==> config.mk <==
export PLATFORM = sky130hd
export DESIGN_NAME = fetch_stage
export DESIGN_NICKNAME = d
export VERILOG_FILES = /design/src/rtl/cpu_types_pkg.sv /design/src/rtl/if_id_latch.sv /design/src/rtl/fetch_stage.sv
export SDC_FILE = /design/constraint.sdc
export NUM_CORES = 1
export LEC_CHECK = 0
export CAP_MARGIN = 20
export CELL_PAD_IN_SITES_DETAIL_PLACEMENT = 0
export CELL_PAD_IN_SITES_GLOBAL_PLACEMENT = 1
export CORE_ASPECT_RATIO = 0.75
export CORE_MARGIN = 5
export CORE_UTILIZATION = 33
export DETAILED_ROUTE_END_ITERATION = 10
export PLACE_DENSITY = 0.92
export REMOVE_ABC_BUFFERS = 1
export SLEW_MARGIN = 20
export SYNTH_ARGS = -nofsm -noshare
export SYNTH_HDL_FRONTEND = slang
export SYNTH_SLANG_ARGS = --single-unit
==> constraint.sdc <==
create_clock -name CLK -period 3.2 [get_ports CLK]
set_clock_uncertainty 0.15 [all_clocks]
set_input_delay 0.96 -clock CLK [delete_from_list [all_inputs] [get_ports CLK]]
set_output_delay 0.96 -clock CLK [all_outputs]
set_load 0.1 [all_outputs]
==> src/rtl/cpu_types_pkg.sv <==
// Shared CPU types: machine word, fetch FSM states and the default NOP encoding.
package cpu_types_pkg;

  typedef logic [31:0] word_t;

  // FETCH: requesting; HOLD: skid buffer occupied, waiting for stall to drop;
  // HALTED: parked until reset.
  typedef enum logic [1:0] {
    FETCH  = 2'd0,
    HOLD   = 2'd1,
    HALTED = 2'd2
  } fetch_state_t;

  localparam word_t NOP_WORD_DEFAULT = 32'h0000_0000;

endpackage

==> src/rtl/if_id_latch.sv <==
// IF/ID pipeline register. Priority: reset, flush, stall (hold), load, bubble.
module if_id_latch
  import cpu_types_pkg::*;
#(
  parameter word_t NOP_WORD = NOP_WORD_DEFAULT
) (
  input  logic  clk,
  input  logic  rst,
  input  logic  flush,
  input  logic  stall,
  input  logic  load,
  input  word_t instr_in,
  input  word_t npc_in,
  output word_t instr_out,
  output word_t npc_out,
  output logic  valid_out
);

  word_t instr_q;
  word_t npc_q;
  logic  valid_q;

  // Register update; with neither stall nor load a bubble is inserted and npc is kept.
  always_ff @(posedge clk) begin
    if (rst) begin
      instr_q <= NOP_WORD;
      npc_q   <= '0;
      valid_q <= 1'b0;
    end else if (flush) begin
      instr_q <= NOP_WORD;
      npc_q   <= '0;
      valid_q <= 1'b0;
    end else if (stall) begin
      instr_q <= instr_q;
    end else if (load) begin
      instr_q <= instr_in;
      npc_q   <= npc_in;
      valid_q <= 1'b1;
    end else begin
      instr_q <= NOP_WORD;
      valid_q <= 1'b0;
    end
  end

  assign instr_out = instr_q;
  assign npc_out   = npc_q;
  assign valid_out = valid_q;

endmodule

==> src/rtl/fetch_stage.sv <==
// Instruction fetch stage: request FSM, one-entry skid buffer and accepted-fetch counter
// feeding the IF/ID register.
module fetch_stage
  import cpu_types_pkg::*;
#(
  parameter word_t NOP_WORD = NOP_WORD_DEFAULT
) (
  input  logic        CLK,
  input  logic        RST,
  input  word_t       imem_addr,
  input  word_t       rtn_addr,
  output logic        pc_en,
  output logic        iREN,
  output word_t       imemaddr,
  input  logic        ihit,
  input  word_t       iload,
  input  logic        stall,
  input  logic        flush,
  input  logic        halt,
  output word_t       instr_out,
  output word_t       npc_out,
  output logic        valid_out,
  output logic [15:0] fetch_cnt
);

  fetch_state_t state_q, state_d;
  word_t        buf_instr_q, buf_instr_d;
  word_t        buf_npc_q, buf_npc_d;
  logic [15:0]  cnt_q, cnt_d;

  logic  lat_flush;
  logic  lat_stall;
  logic  lat_load;
  word_t lat_instr;
  word_t lat_npc;

  assign imemaddr  = imem_addr;
  assign fetch_cnt = cnt_q;

  // Next-state, skid buffer capture, IF/ID controls and memory/pc strobes.
  always_comb begin
    state_d     = state_q;
    buf_instr_d = buf_instr_q;
    buf_npc_d   = buf_npc_q;
    cnt_d       = cnt_q;
    iREN        = 1'b0;
    pc_en       = 1'b0;
    lat_flush   = 1'b0;
    lat_stall   = 1'b1;
    lat_load    = 1'b0;
    lat_instr   = iload;
    lat_npc     = rtn_addr;

    unique case (state_q)
      FETCH: begin
        iREN = 1'b1;
        if (flush) begin
          // Redirect: pc loads the target, any word arriving now is dropped.
          pc_en     = 1'b1;
          lat_flush = 1'b1;
        end else if (halt) begin
          state_d = HALTED;
        end else if (ihit) begin
          pc_en = 1'b1;
          if (stall) begin
            buf_instr_d = iload;
            buf_npc_d   = rtn_addr;
            state_d     = HOLD;
          end else begin
            lat_stall = 1'b0;
            lat_load  = 1'b1;
            cnt_d     = cnt_q + 16'd1;
          end
        end else begin
          // No data: hold under stall, otherwise the latch inserts a bubble.
          lat_stall = stall;
        end
      end
      HOLD: begin
        lat_instr = buf_instr_q;
        lat_npc   = buf_npc_q;
        if (flush) begin
          pc_en     = 1'b1;
          lat_flush = 1'b1;
          state_d   = FETCH;
        end else if (halt) begin
          state_d = HALTED;
        end else if (!stall) begin
          lat_stall = 1'b0;
          lat_load  = 1'b1;
          cnt_d     = cnt_q + 16'd1;
          state_d   = FETCH;
        end
      end
      HALTED: begin
        state_d = HALTED;
      end
      default: begin
        state_d = FETCH;
      end
    endcase

    if (RST) begin
      iREN  = 1'b0;
      pc_en = 1'b0;
    end
  end

  // FSM, skid buffer and counter state; reset drops any buffered word.
  always_ff @(posedge CLK) begin
    if (RST) begin
      state_q     <= FETCH;
      buf_instr_q <= '0;
      buf_npc_q   <= '0;
      cnt_q       <= '0;
    end else begin
      state_q     <= state_d;
      buf_instr_q <= buf_instr_d;
      buf_npc_q   <= buf_npc_d;
      cnt_q       <= cnt_d;
    end
  end

  if_id_latch #(
    .NOP_WORD (NOP_WORD)
  ) u_if_id (
    .clk       (CLK),
    .rst       (RST),
    .flush     (lat_flush),
    .stall     (lat_stall),
    .load      (lat_load),
    .instr_in  (lat_instr),
    .npc_in    (lat_npc),
    .instr_out (instr_out),
    .npc_out   (npc_out),
    .valid_out (valid_out)
  );

endmodule

* After elaboration in Yosys (flattened, before gate mapping)
Cells that the tools add are included.
** Cells by class
- Add/subtract/negate cells :: 1
- Equal/unequal tests :: 10
- Muxes and demuxes :: 42
- Bitwise logic cells :: 3
- Reductions and logical operators :: 8
** Operators with widths (count)
- two-way mux 16 bit :: 6
- two-way mux 32 bit :: 3
- case mux 16 bit (2 select lines) :: 1
- two-way mux 1 bit :: 21
- adder 16 x 1 -> 16 bit, second input constant :: 1
- two-way mux 2 bit :: 7
- inequality test 2 bit, second input constant :: 5
- inequality test 3 bit, second input constant :: 2
- case mux 1 bit (2 select lines) :: 3
- case mux 2 bit (3 select lines) :: 1
- AND reduction 6 bit :: 1
- AND reduction 5 bit :: 1
- inequality test 4 bit, second input constant :: 1
- AND reduction 4 bit :: 1
- OR reduction 2 bit :: 2
- NOT 1 bit :: 3
- equality test 2 x 1 -> 1 bit, second input constant :: 1
- equality test 2 bit, second input constant :: 1
- zero test 2 bit :: 1
- AND reduction 2 bit :: 1
- nonzero test 2 bit :: 1
** Storage, ports and cells
- Flip-flop bits (word level) :: 147
- Bits of input ports :: 102
- Output and inout bits :: 115
- Logic and storage cells :: 71

* Longest topological paths before layout
- Depth after elaboration :: 7
- Mapped depth :: 6
- Mapped depth without buffers :: 5

* Cells and area by module
A second synthesis with hierarchy kept.
** Second synthesis, totals
- Cells, all modules :: 740
- Area total of the unflattened synthesis :: 6510.0 um^2
** By module, submodules not included
- fetch_stage :: times used 1, cells each 488, area an instance 4020.1 um^2, seq. area each 1641.6 um^2
- if_id_latch :: times used 1, cells each 252, area an instance 2489.9 um^2, seq. area each 1301.2 um^2

* Worst setup path before layout
No wires, ideal clock.
- Kind :: input-to-output
- Start :: input RST
- End :: output pc_en
- Arrival :: 3.228 ns
- Data required time :: 2.090 ns
- Path slack :: -1.138 ns
- Stages on the path :: 2
- Path buffers :: 1
- Path through :: clkbuf_1 nor3_1
** Between the ends
- Cells in the longest elaborated chain, start to end :: 1
** RTL lines
- from (decl) :: RTL line fetch_stage.sv:9 : input logic RST,
- two-way mux 1 bit :: RTL line fetch_stage.sv:103 : if (RST) begin
- to (decl) :: RTL line fetch_stage.sv:12 : output logic pc_en,
Every way passes these cells.

* Final worst setup path
- Start :: input flush
- End :: output pc_en
** Between the ends
- Cells in the longest elaborated chain, start to end :: 3
- Elaborated cells between the ends (all ways) :: 4
- Classes of those cells :: 4 x mux
** RTL lines
- from (decl) :: RTL line fetch_stage.sv:18 : input logic flush,
- two-way mux 1 bit (on tied branches) :: RTL line fetch_stage.sv:82, fetch_stage.sv:57
- case mux 1 bit (2 select lines) (*) :: RTL line fetch_stage.sv:54 : unique case (state_q)
- two-way mux 1 bit (*) :: RTL line fetch_stage.sv:103
Every way passes the cells marked *; elsewhere a longest branch is shown, timed or not.

==> run metrics <==
Synth Area per Inst approximately 8.7 µm²; power density over the cells between 500 and 600 nW/µm²; Hold Slack 302.7 ps; Hold WC Path Type flop to flop; reg2reg setup slack between 800 and 900 ps; Met3 Wirelength between 1500 and 2000 µm; dpl cells a little over 1,000; Worst-Skew Late Latency between 400 and 500 ps; share of cells above drive strength 1 around a fifth; crit path max fanout 3; first-pass GRT wire length 27,290 µm; vias per inst between 4 and 5; initial core utilization 33.30%; cells after synthesis approximately 700; Synth Register Bits approximately 150; IO Pins approximately 220; Commonest cells post-synth 147 x dfxtp_1, 134 x nand2_1, 79 x nor2_1; DR pass1 iterations 4; Final WS setup about 85 ps; Post-DP HPWL approximately 11,000 µm; Post CTS Setup Buffer Count 0; setup TNS 0 ps; post-synthesis instance area 6091 µm²; Hold Path Stages 2; hold path startpoint buf_npc_q[3]; Die X between 150 and 200 µm; CTS HTree Levels 4; critical path launch point type input pin; Num CTS Buffers 17; LEAKAGE approximately 3.2 nW; cts-stage hold buffer count 0; worst vdd ir between 0.2 and 0.3 mV; GPL Wtd Cong between 0.7 and 0.8; Buffers on Ports about 150; crit path kind input pin to output port; DRC errors left 0; CTS tree built; Distinct cells, synth 35; Final #Nets between 900 and 1,000; Core Area 18,290 µm²; post-layout min period between 3000 and 4000 ps; top routing layer used met4; CP arrival approximately 2000 ps; wire length on met2 around 7200 µm; clock-pin slew on the worst setup and hold paths ~60 ps; vias in the first global route between 5,000 and 6,000; Final setup violation count 0; slowest CP cell clkdlybuf4s50_1; synthesis warning total 0; most frequent cell after synthesis dfxtp_1; post-CTS resize count 3; num rows 43; vias 5,170; GR Util All Layers 15.99%; clk sinks between 100 and 150; Req. time, crit path around 2100 ps; CP Cell Sequence clkdlybuf4s50_1 > nor2_1 > nor3_1 > buf_4 > buf_12; max-slew violation count 0; Finished Layout Cells roughly 1,100; top cell type's share of synthesized area between 40% and 50%; unrepaired setup endpoints after global routing false; DRT Wirelength between 15,000 and 20,000 µm; cell taking the most area after synthesis dfxtp_1; FFs w/ async S/R, synth 0%; worst slew pin tran ~940 ps; CP endpoint kind output port; Post-synth EDFFs 0; hold endpoint buf_npc_q[3]; Setup WS pre-CTS -120.3 ps; grt ovf 0; FILL cells about 1,800; routed length per instance between 15 and 20 µm; max incr delay on CP approximately 500 ps; Diodes inserted 0; Crit Reg-Reg Startpoint state_q[1]; Hold Vio Cnt, Final 0; Root Buffer clkbuf_16; clk buf depth 2; WL met1 between 8000 and 9000 µm; Util after Layout ~45%; initial antenna violation count 0; Rel. slew slack between 30% and 40%; area grow syn2layout 34.33%; Main synth FF type dfxtp_1; r2r endpoint u_if_id.npc_out[29]; die height between 100 and 150 µm; Tcrit/Tclk final a little over nine tenths; Fmax around 320 MHz; largest net degree at the start of global routing 85; sequential area share after synthesis between 40% and 50%; antenna-violating nets left 0; Worst Reg-to-Reg Cells 6; status completed; drt first-iter violations 261; Die ar. about 21,000 µm²; synth top area cells dfxtp_1 48%, nand2_1 8.3%, mux2_2 6.1%; max cap viols 0
[report_power, final]
group / internal [mW] / switching, mW
Combinational: 0.172 / 0.256
Clock: 1.35 / 0.801
Sequential: 1.86 / 0.0170
[worst max-delay path: cells and delay by family]
| kind | cells | cell delay, ps |
|---|---|---|
| simple gates | 2 | 230 |
| buf+inv | 3 | 820 |
[cell families after synthesis]
family                   after synthesis  share of synthesized area (%)
buffers and inverters                 87                          7.436
AO/OA/AOI/OAI                        146                          14.98
adder cells (fa/ha/maj)                1                         0.2054
XOR/XNOR                               8                          1.150
AND/OR/NAND/NOR                      245                          16.56
multiplexers                          65                          11.36
flip-flops                           147                          48.32
[layout make-up]
class                   instances  area [µm²]  share of cell area, %
clock buffers                  20       456.7                  5.582
clock inverters                12       180.2                  2.202
inverters                       3       11.26                 0.1376
multi-input cells             465        2723                  33.28
flip-flops and latches        147        2943                  35.97
well taps                     247       309.0                  3.777
repair buffers                172        1559                  19.05
[how the worst max path moves through the flow]
| stage | cells past startpoint | slack (ps) | from | endpoint |
|---|---|---|---|---|
| floorplan | 3 | -2190 | halt | u_if_id.npc_out[0] |
| global placement | 5 | -110 | halt | fetch_cnt[15] |
| detailed placement | 5 | -120 | halt | fetch_cnt[15] |
| CTS | 5 | 70 | flush | pc_en |
| global route | 5 | 50 | flush | pc_en |
| finish | 5 | 80 | flush | pc_en |
[layer usage]
layer	vias to the layer above	GRT usage (%)
met2	174	23.27
met3	17	7.244
met5	-	0.9153
met1	2395	21.52
met4	0	4.185
li1	2584	-
[layout by cell type (no fill, tap or decap), drive strengths merged, types with 5 or more instances in the layout]
master	Yosys	layout
mux2	33	33
a21oi	72	72
a22oi	32	32
clkinv	0	6
nand3	6	6
clkdlybuf4s50	0	66
dfxtp	147	147
nor2	79	79
nand2	134	134
mux2i	32	32
buf	41	104
or4	5	5
a211oi	32	32
clkbuf	43	20
[registers in the layout, indices dropped and copies added, names as in the netlist]
| name | flops |
|---|---|
| buf_npc_q | 32 |
| fetch_cnt | 16 |
| u_if_id.npc_out | 32 |
| u_if_id.instr_out | 32 |
| buf_instr_q | 32 |
| u_if_id.valid_out | 1 |
| state_q | 2 |
[stage by stage]
stage / cell area [µm²] / power [mW]
finish: 8182 / 4.455
global route: 8182 / 4.618
CTS: 8182 / 4.509
detailed placement: 7542 / 2.347
global placement: 7542 / 2.344
floorplan: 5649 / 2.142
No activity file was read; power rests on OpenSTA's default activity.
